--- src/rtl/uart_rx_cfg.sv ---
// Configurable UART receiver: synchronised input, 3-sample majority per bit,
// false-start rejection, parity/framing/break flags and an end-of-stream pulse.
module uart_rx_cfg #(
  parameter int CLK_FREQ     = 100_000_000,
  parameter int BAUD         = 115200,
  parameter int DATA_BITS    = 8,
  parameter int PARITY       = 0,
  parameter int STOP_BITS    = 1,
  parameter int IDLE_TIMEOUT = 20_000,
  parameter int SYNC_STAGES  = 2
) (
  input  logic                 clk,
  input  logic                 rst,
  input  logic                 rx,
  output logic [DATA_BITS-1:0] data,
  output logic                 valid_out,
  output logic                 parity_err,
  output logic                 frame_err,
  output logic                 break_det,
  output logic                 data_end
);

  localparam int BAUD_CNT = CLK_FREQ / BAUD;
  localparam int CW       = $clog2(BAUD_CNT);
  localparam int IW       = $clog2(IDLE_TIMEOUT + 1);
  localparam int XW       = $clog2(DATA_BITS + 1);

  localparam logic [CW-1:0] CNT_LAST  = CW'(BAUD_CNT - 1);
  localparam logic [CW-1:0] CNT_HALF  = CW'(BAUD_CNT / 2);
  localparam logic [XW-1:0] DATA_LAST = XW'(DATA_BITS - 1);
  localparam logic [XW-1:0] STOP_LAST = XW'(STOP_BITS - 1);
  localparam logic [IW-1:0] IDLE_MAX  = IW'(IDLE_TIMEOUT);
  localparam logic [IW-1:0] IDLE_PRE  = IW'(IDLE_TIMEOUT - 1);

  typedef enum logic [2:0] {
    ST_IDLE, ST_START, ST_DATA, ST_PARITY, ST_STOP, ST_WAIT_HIGH
  } state_t;

  state_t                 state_q, state_d;
  logic [SYNC_STAGES-1:0] sync_q, sync_d;
  logic [1:0]             hist_q, hist_d;
  logic [CW-1:0]          cnt_q, cnt_d;
  logic [XW-1:0]          idx_q, idx_d;
  logic [DATA_BITS-1:0]   shift_q, shift_d;
  logic                   par_bit_q, par_bit_d;
  logic                   ferr_acc_q, ferr_acc_d;
  logic [IW-1:0]          idle_q, idle_d;
  logic                   armed_q, armed_d;
  logic [DATA_BITS-1:0]   data_q, data_d;
  logic                   valid_q, valid_d;
  logic                   perr_q, perr_d;
  logic                   ferr_q, ferr_d;
  logic                   brk_q, brk_d;
  logic                   dend_q, dend_d;

  logic rx_s, maj, tick, ferr_now, perr_calc;

  assign rx_s = sync_q[SYNC_STAGES-1];
  // Majority over the current and two previous synchronised samples.
  assign maj  = (rx_s & hist_q[0]) | (rx_s & hist_q[1]) | (hist_q[0] & hist_q[1]);
  assign tick = (cnt_q == '0);

  always_comb begin
    sync_d     = {sync_q[SYNC_STAGES-2:0], rx};
    hist_d     = {hist_q[0], rx_s};
    state_d    = state_q;
    cnt_d      = cnt_q;
    idx_d      = idx_q;
    shift_d    = shift_q;
    par_bit_d  = par_bit_q;
    ferr_acc_d = ferr_acc_q;
    idle_d     = idle_q;
    armed_d    = armed_q;
    data_d     = data_q;
    valid_d    = 1'b0;
    perr_d     = perr_q;
    ferr_d     = ferr_q;
    brk_d      = brk_q;
    dend_d     = 1'b0;
    ferr_now   = ferr_acc_q | ~maj;
    if (PARITY == 1)      perr_calc = ~((^shift_q) ^ par_bit_q);
    else if (PARITY == 2) perr_calc = (^shift_q) ^ par_bit_q;
    else                  perr_calc = 1'b0;

    case (state_q)
      ST_IDLE: begin
        if (!rx_s) begin
          state_d = ST_START;
          cnt_d   = CNT_HALF;
        end
      end
      ST_START: begin
        if (!tick) cnt_d = cnt_q - 1'b1;
        else if (maj) state_d = ST_IDLE;
        else begin
          state_d = ST_DATA;
          cnt_d   = CNT_LAST;
          idx_d   = '0;
        end
      end
      ST_DATA: begin
        if (!tick) cnt_d = cnt_q - 1'b1;
        else begin
          shift_d = {maj, shift_q[DATA_BITS-1:1]};
          cnt_d   = CNT_LAST;
          if (idx_q == DATA_LAST) begin
            idx_d      = '0;
            par_bit_d  = 1'b0;
            ferr_acc_d = 1'b0;
            state_d    = (PARITY != 0) ? ST_PARITY : ST_STOP;
          end else begin
            idx_d = idx_q + 1'b1;
          end
        end
      end
      ST_PARITY: begin
        if (!tick) cnt_d = cnt_q - 1'b1;
        else begin
          par_bit_d = maj;
          cnt_d     = CNT_LAST;
          state_d   = ST_STOP;
        end
      end
      ST_STOP: begin
        if (!tick) cnt_d = cnt_q - 1'b1;
        else if (idx_q == STOP_LAST) begin
          data_d  = shift_q;
          perr_d  = perr_calc;
          ferr_d  = ferr_now;
          brk_d   = (shift_q == '0) && !par_bit_q && ferr_now;
          valid_d = 1'b1;
          state_d = ferr_now ? ST_WAIT_HIGH : ST_IDLE;
        end else begin
          ferr_acc_d = ferr_now;
          idx_d      = idx_q + 1'b1;
          cnt_d      = CNT_LAST;
        end
      end
      ST_WAIT_HIGH: begin
        if (rx_s) state_d = ST_IDLE;
      end
      default: state_d = ST_IDLE;
    endcase

    // Idle timer saturates; the pulse fires only once per armed stretch.
    if (state_q == ST_IDLE && rx_s) begin
      if (idle_q != IDLE_MAX) begin
        idle_d = idle_q + 1'b1;
        if (idle_q == IDLE_PRE && armed_q) begin
          dend_d  = 1'b1;
          armed_d = 1'b0;
        end
      end
    end else begin
      idle_d = '0;
    end
    if (valid_q) armed_d = 1'b1;
  end

  always_ff @(posedge clk or posedge rst) begin
    if (rst) begin
      state_q    <= ST_IDLE;
      sync_q     <= '1;
      hist_q     <= 2'b11;
      cnt_q      <= '0;
      idx_q      <= '0;
      shift_q    <= '0;
      par_bit_q  <= 1'b0;
      ferr_acc_q <= 1'b0;
      idle_q     <= '0;
      armed_q    <= 1'b0;
      data_q     <= '0;
      valid_q    <= 1'b0;
      perr_q     <= 1'b0;
      ferr_q     <= 1'b0;
      brk_q      <= 1'b0;
      dend_q     <= 1'b0;
    end else begin
      state_q    <= state_d;
      sync_q     <= sync_d;
      hist_q     <= hist_d;
      cnt_q      <= cnt_d;
      idx_q      <= idx_d;
      shift_q    <= shift_d;
      par_bit_q  <= par_bit_d;
      ferr_acc_q <= ferr_acc_d;
      idle_q     <= idle_d;
      armed_q    <= armed_d;
      data_q     <= data_d;
      valid_q    <= valid_d;
      perr_q     <= perr_d;
      ferr_q     <= ferr_d;
      brk_q      <= brk_d;
      dend_q     <= dend_d;
    end
  end

  assign data       = data_q;
  assign valid_out  = valid_q;
  assign parity_err = perr_q;
  assign frame_err  = ferr_q;
  assign break_det  = brk_q;
  assign data_end   = dend_q;

endmodule
--- config.mk ---
export PLATFORM = sky130hd
export DESIGN_NAME = uart_rx_cfg
export DESIGN_NICKNAME = d
export VERILOG_FILES = /design/src/rtl/uart_rx_cfg.sv
export SDC_FILE = /design/constraint.sdc
export NUM_CORES = 1
export LEC_CHECK = 0
export CAP_MARGIN = 20
export CORE_ASPECT_RATIO = 1.75
export CORE_MARGIN = 2
export CORE_UTILIZATION = 28
export DETAILED_ROUTE_END_ITERATION = 8
export PLACE_DENSITY_LB_ADDON = 0.3
export RECOVER_POWER = 25
export REMOVE_ABC_BUFFERS = 1
export SLEW_MARGIN = 40
export SYNTH_ARGS = -nofsm -noshare
export SYNTH_HDL_FRONTEND = slang
export SYNTH_SLANG_ARGS = --single-unit
--- constraint.sdc ---
create_clock -name clk -period 2.79 [get_ports clk]
set_clock_uncertainty 0.05 [all_clocks]
set_input_delay 0.279 -clock clk [delete_from_list [all_inputs] [get_ports clk]]
set_output_delay 0.279 -clock clk [all_outputs]
set_load 0.05 [all_outputs]
==> results of run 1 <==
==> sequential cells by signal, summed over array words and instances (netlist names) <==
| register | cells |
|---|---|
| valid_out | 1 |
| ferr_acc_q | 1 |
| data | 8 |
| break_det | 1 |
| idle_q | 15 |
| hist_q | 2 |
| armed_q | 1 |
| cnt_q | 10 |
| shift_q | 8 |
| frame_err | 1 |
| sync_q | 2 |
| state_q | 3 |
| data_end | 1 |
| idx_q | 4 |
| par_bit_q | 1 |
==> Yosys cell counts (all sizes together), types with 3 or more instances <==
master	instances
clkbuf	6
nor3b	3
xor2	8
nand3b	4
nor4	4
xnor2	7
nor2	32
nand3	9
mux2	17
a21oi	8
dfrtp	55
buf	4
inv	10
nor3	9
nand2	18
nand2b	7
o211ai	5
or3b	3
ha	5
o21ai	17
dfstp	4
nand4	3
==> cell type report <==
class | instances | area (um^2) | area share
flip-flops and latches | 59 | 1480 | 0.422
multi-input cells | 193 | 1290 | 0.367
clock buffers | 12 | 256 | 0.0731
repair buffers | 24 | 215 | 0.0613
well taps | 125 | 156 | 0.0445
clock inverters | 4 | 72.6 | 0.0207
inverters | 10 | 38.8 | 0.0110
==> path summary, 6_finish.rpt <==
check,from,end,slack [ns],cells after the start
hold reg to reg,sync_q[0],sync_q[1],0.31,0
hold / removal,sync_q[0],sync_q[1],0.31,0
setup reg to reg,cnt_q[0],shift_q[3],0.16,6
min in group asynchronous,rst,data[4],0.78,2
max in group asynchronous,rst,cnt_q[5],1.08,3
setup / recovery,cnt_q[0],shift_q[3],0.16,6
==> per-stage QoR <==
step           cell area (um^2)  utilization  hold WS [ns]
3_3_place_gp               3180        0.321         0.297
2_1_floorplan              2810            -         0.233
5_1_grt                    3510        0.354         0.317
6_report                   3510        0.354         0.310
4_1_cts                    3510        0.354         0.300
3_5_place_dp               3180        0.321         0.299
==> where the power goes <==
group | switching [mW] | total, mW | internal (mW)
Sequential | 0.00279 | 0.865 | 0.862
Clock | 0.370 | 1.20 | 0.827
Combinational | 0.0262 | 0.0342 | 0.00802
Total | 0.399 | 2.10 | 1.70
==> routing by layer <==
metal	share of wire	wire, um
met2	0.53	3070
met3	0.029	168
met1	0.41	2380
met4	0.028	163
met5	0	0
==> cells by family after synthesis <==
kind of cell,share of synthesized area
adder cells (fa/ha/maj),0.0254
AO/OA/AOI/OAI,0.116
buffers and inverters,0.0306
flip-flops,0.518
AND/OR/NAND/NOR,0.192
other,0.00131
XOR/XNOR,0.0460
multiplexers,0.0705
==> cells in the final DEF (no fill, tap or decap), types with 2 or more instances in the layout <==
cell / n
buf_4: 10
dfstp_1: 2
dlygate4sd3_1: 2
nand3_1: 9
or3_1: 2
dfstp_2: 2
xnor2_1: 7
nor4_1: 3
nand2b_1: 7
clkbuf_16: 9
mux2_2: 17
nand3b_1: 4
nand2_1: 18
clkdlybuf4s50_1: 12
and3_1: 2
ha_1: 5
nor3b_1: 3
a21oi_1: 8
o31ai_1: 2
dfrtp_1: 55
inv_1: 9
xor2_1: 8
bufinv_16: 2
or3b_2: 3
nor3_1: 8
o21ai_0: 16
o22a_1: 2
a2111oi_0: 2
nand4_1: 3
nor2_1: 32
clkbuf_8: 2
o211ai_1: 5
==> flow_summary.json, run 1 <==
{
  "clock-sinks": 59,
  "wl_per_cell_um": 13.5,
  "fmax_ghz": 0.380,
  "met1_usage": 0.130,
  "core_area_um2": 9910,
  "syn_area_per_cell_um2": 10.5,
  "maxSlewViolCount": 42,
  "slowest_delay_ns": 0.53,
  "ant_nets": 0,
  "worst_slack_ns": 0.156,
  "yosys.area.top_type_share": 0.481,
  "violations": "max-capacitance violations, max-slew violations",
  "grt_first_pass_wirelength_um": 10200,
  "syn_area_um2": 2860,
  "grtUsageTotal": 0.120,
  "cts_resized": 0,
  "crit_path_start_kind": "register",
  "viasPerCell": 4.88,
  "chipHeight_um": 138,
  "setup_viol": 0,
  "clkTransAtPathRegs_ns": 0.05,
  "critical_path_buf_inv_count": 1,
  "drc": 0,
  "tightestPinTransition_ns": 1.71,
  "ys_top_cells_by_area": "dfrtp_1 (48%), mux2_2 (6.7%), nor2_1 (4.2%)",
  "fin_tns_setup_ns": 0,
  "ios": 16,
  "cts_buffers": 9,
  "yosys.area.top_type": "dfrtp_1",
  "insertion_delay_ns": 0.33,
  "dr.pass1.iters": 4,
  "ys.flop_type": "dfrtp_1",
  "synth_warnings": 0,
  "drtIter0Drc": 110,
  "grt_pass1_vias": 2201,
  "gp_congestion": 0.752,
  "irDropWorstVdd_mv": 0.442,
  "overflow": 0,
  "synthCells": 272,
  "synthArstFlopShare": 1.00,
  "drive_gt1_frac": 0.172,
  "period_share": 0.944,
  "rsz0062_at_grt": "no",
  "place_ws_ns": 0.170,
  "ys_seq_area_frac": 0.518,
  "dp.cells": 411,
  "start_util": 0.289,
  "gr-max-usage-layer": "met2",
  "drv_cap": 1,
  "cpMaxStageDelayCell": "or4_4",
  "diodes": 0,
  "use_met2": 0.209,
  "num_vias": 2085,
  "crit_chain": "inv_1, ha_1, or3b_2, or4_4, nor3_4, mux2_2",
  "die_area_um2": 11100,
  "worst-setup-path-type": "register to register",
  "crit_fanout": 11,
  "antenna_found_initial": 0,
  "p_leak_nw": 1.51,
  "h-tree-depth": 3,
  "slew_headroom": -0.149,
  "wirelength_um": 5780,
  "critical_path_required_ns": 2.95,
  "fin_cells": 427,
  "crit_family": "simple AND/OR/NAND/NOR gates",
  "cellPowerDensity_nw_per_um2": 597,
  "synth_cell_types": 57,
  "area_growth_pct": 22.8,
  "status": "finished, violations left",
  "hold_viol": 0,
  "critPathArrivalTime_ns": 2.80,
  "final.fill_count": 997,
  "power_mw": 2.10,
  "rows": 48,
  "fin_crit_ns": 2.63,
  "clockBufferDepth": 2,
  "postCtsSetupBuffers": 0,
  "synth-seq-cells": 59,
  "min_path_type": "register to register",
  "critPathCaptureType": "register",
  "cts_tree": "built",
  "met3_usage": 0.0347,
  "die_w_um": 80.4,
  "final_nets": 305,
  "grt_max_degree": 42,
  "port_buffers": 14,
  "synth_edf_count": 0,
  "detailed_place_hpwl_um": 4110,
  "cts-root-buf": "clkbuf_16",
  "hold_buffers": 0
}
Power figures use the tool's default switching activity.
==> run 2, diff against run 1 <==
--- a/config.mk
+++ b/config.mk
@@ -9,6 +9,7 @@
 export CORE_ASPECT_RATIO = 1.75
 export CORE_MARGIN = 2
 export CORE_UTILIZATION = 28
+export CTS_CLUSTER_DIAMETER = 40
 export DETAILED_ROUTE_END_ITERATION = 8
 export PLACE_DENSITY_LB_ADDON = 0.3
 export RECOVER_POWER = 25
==> results of run 2 <==
The final DEF is identical to that of run 1; final timing and power are the same.
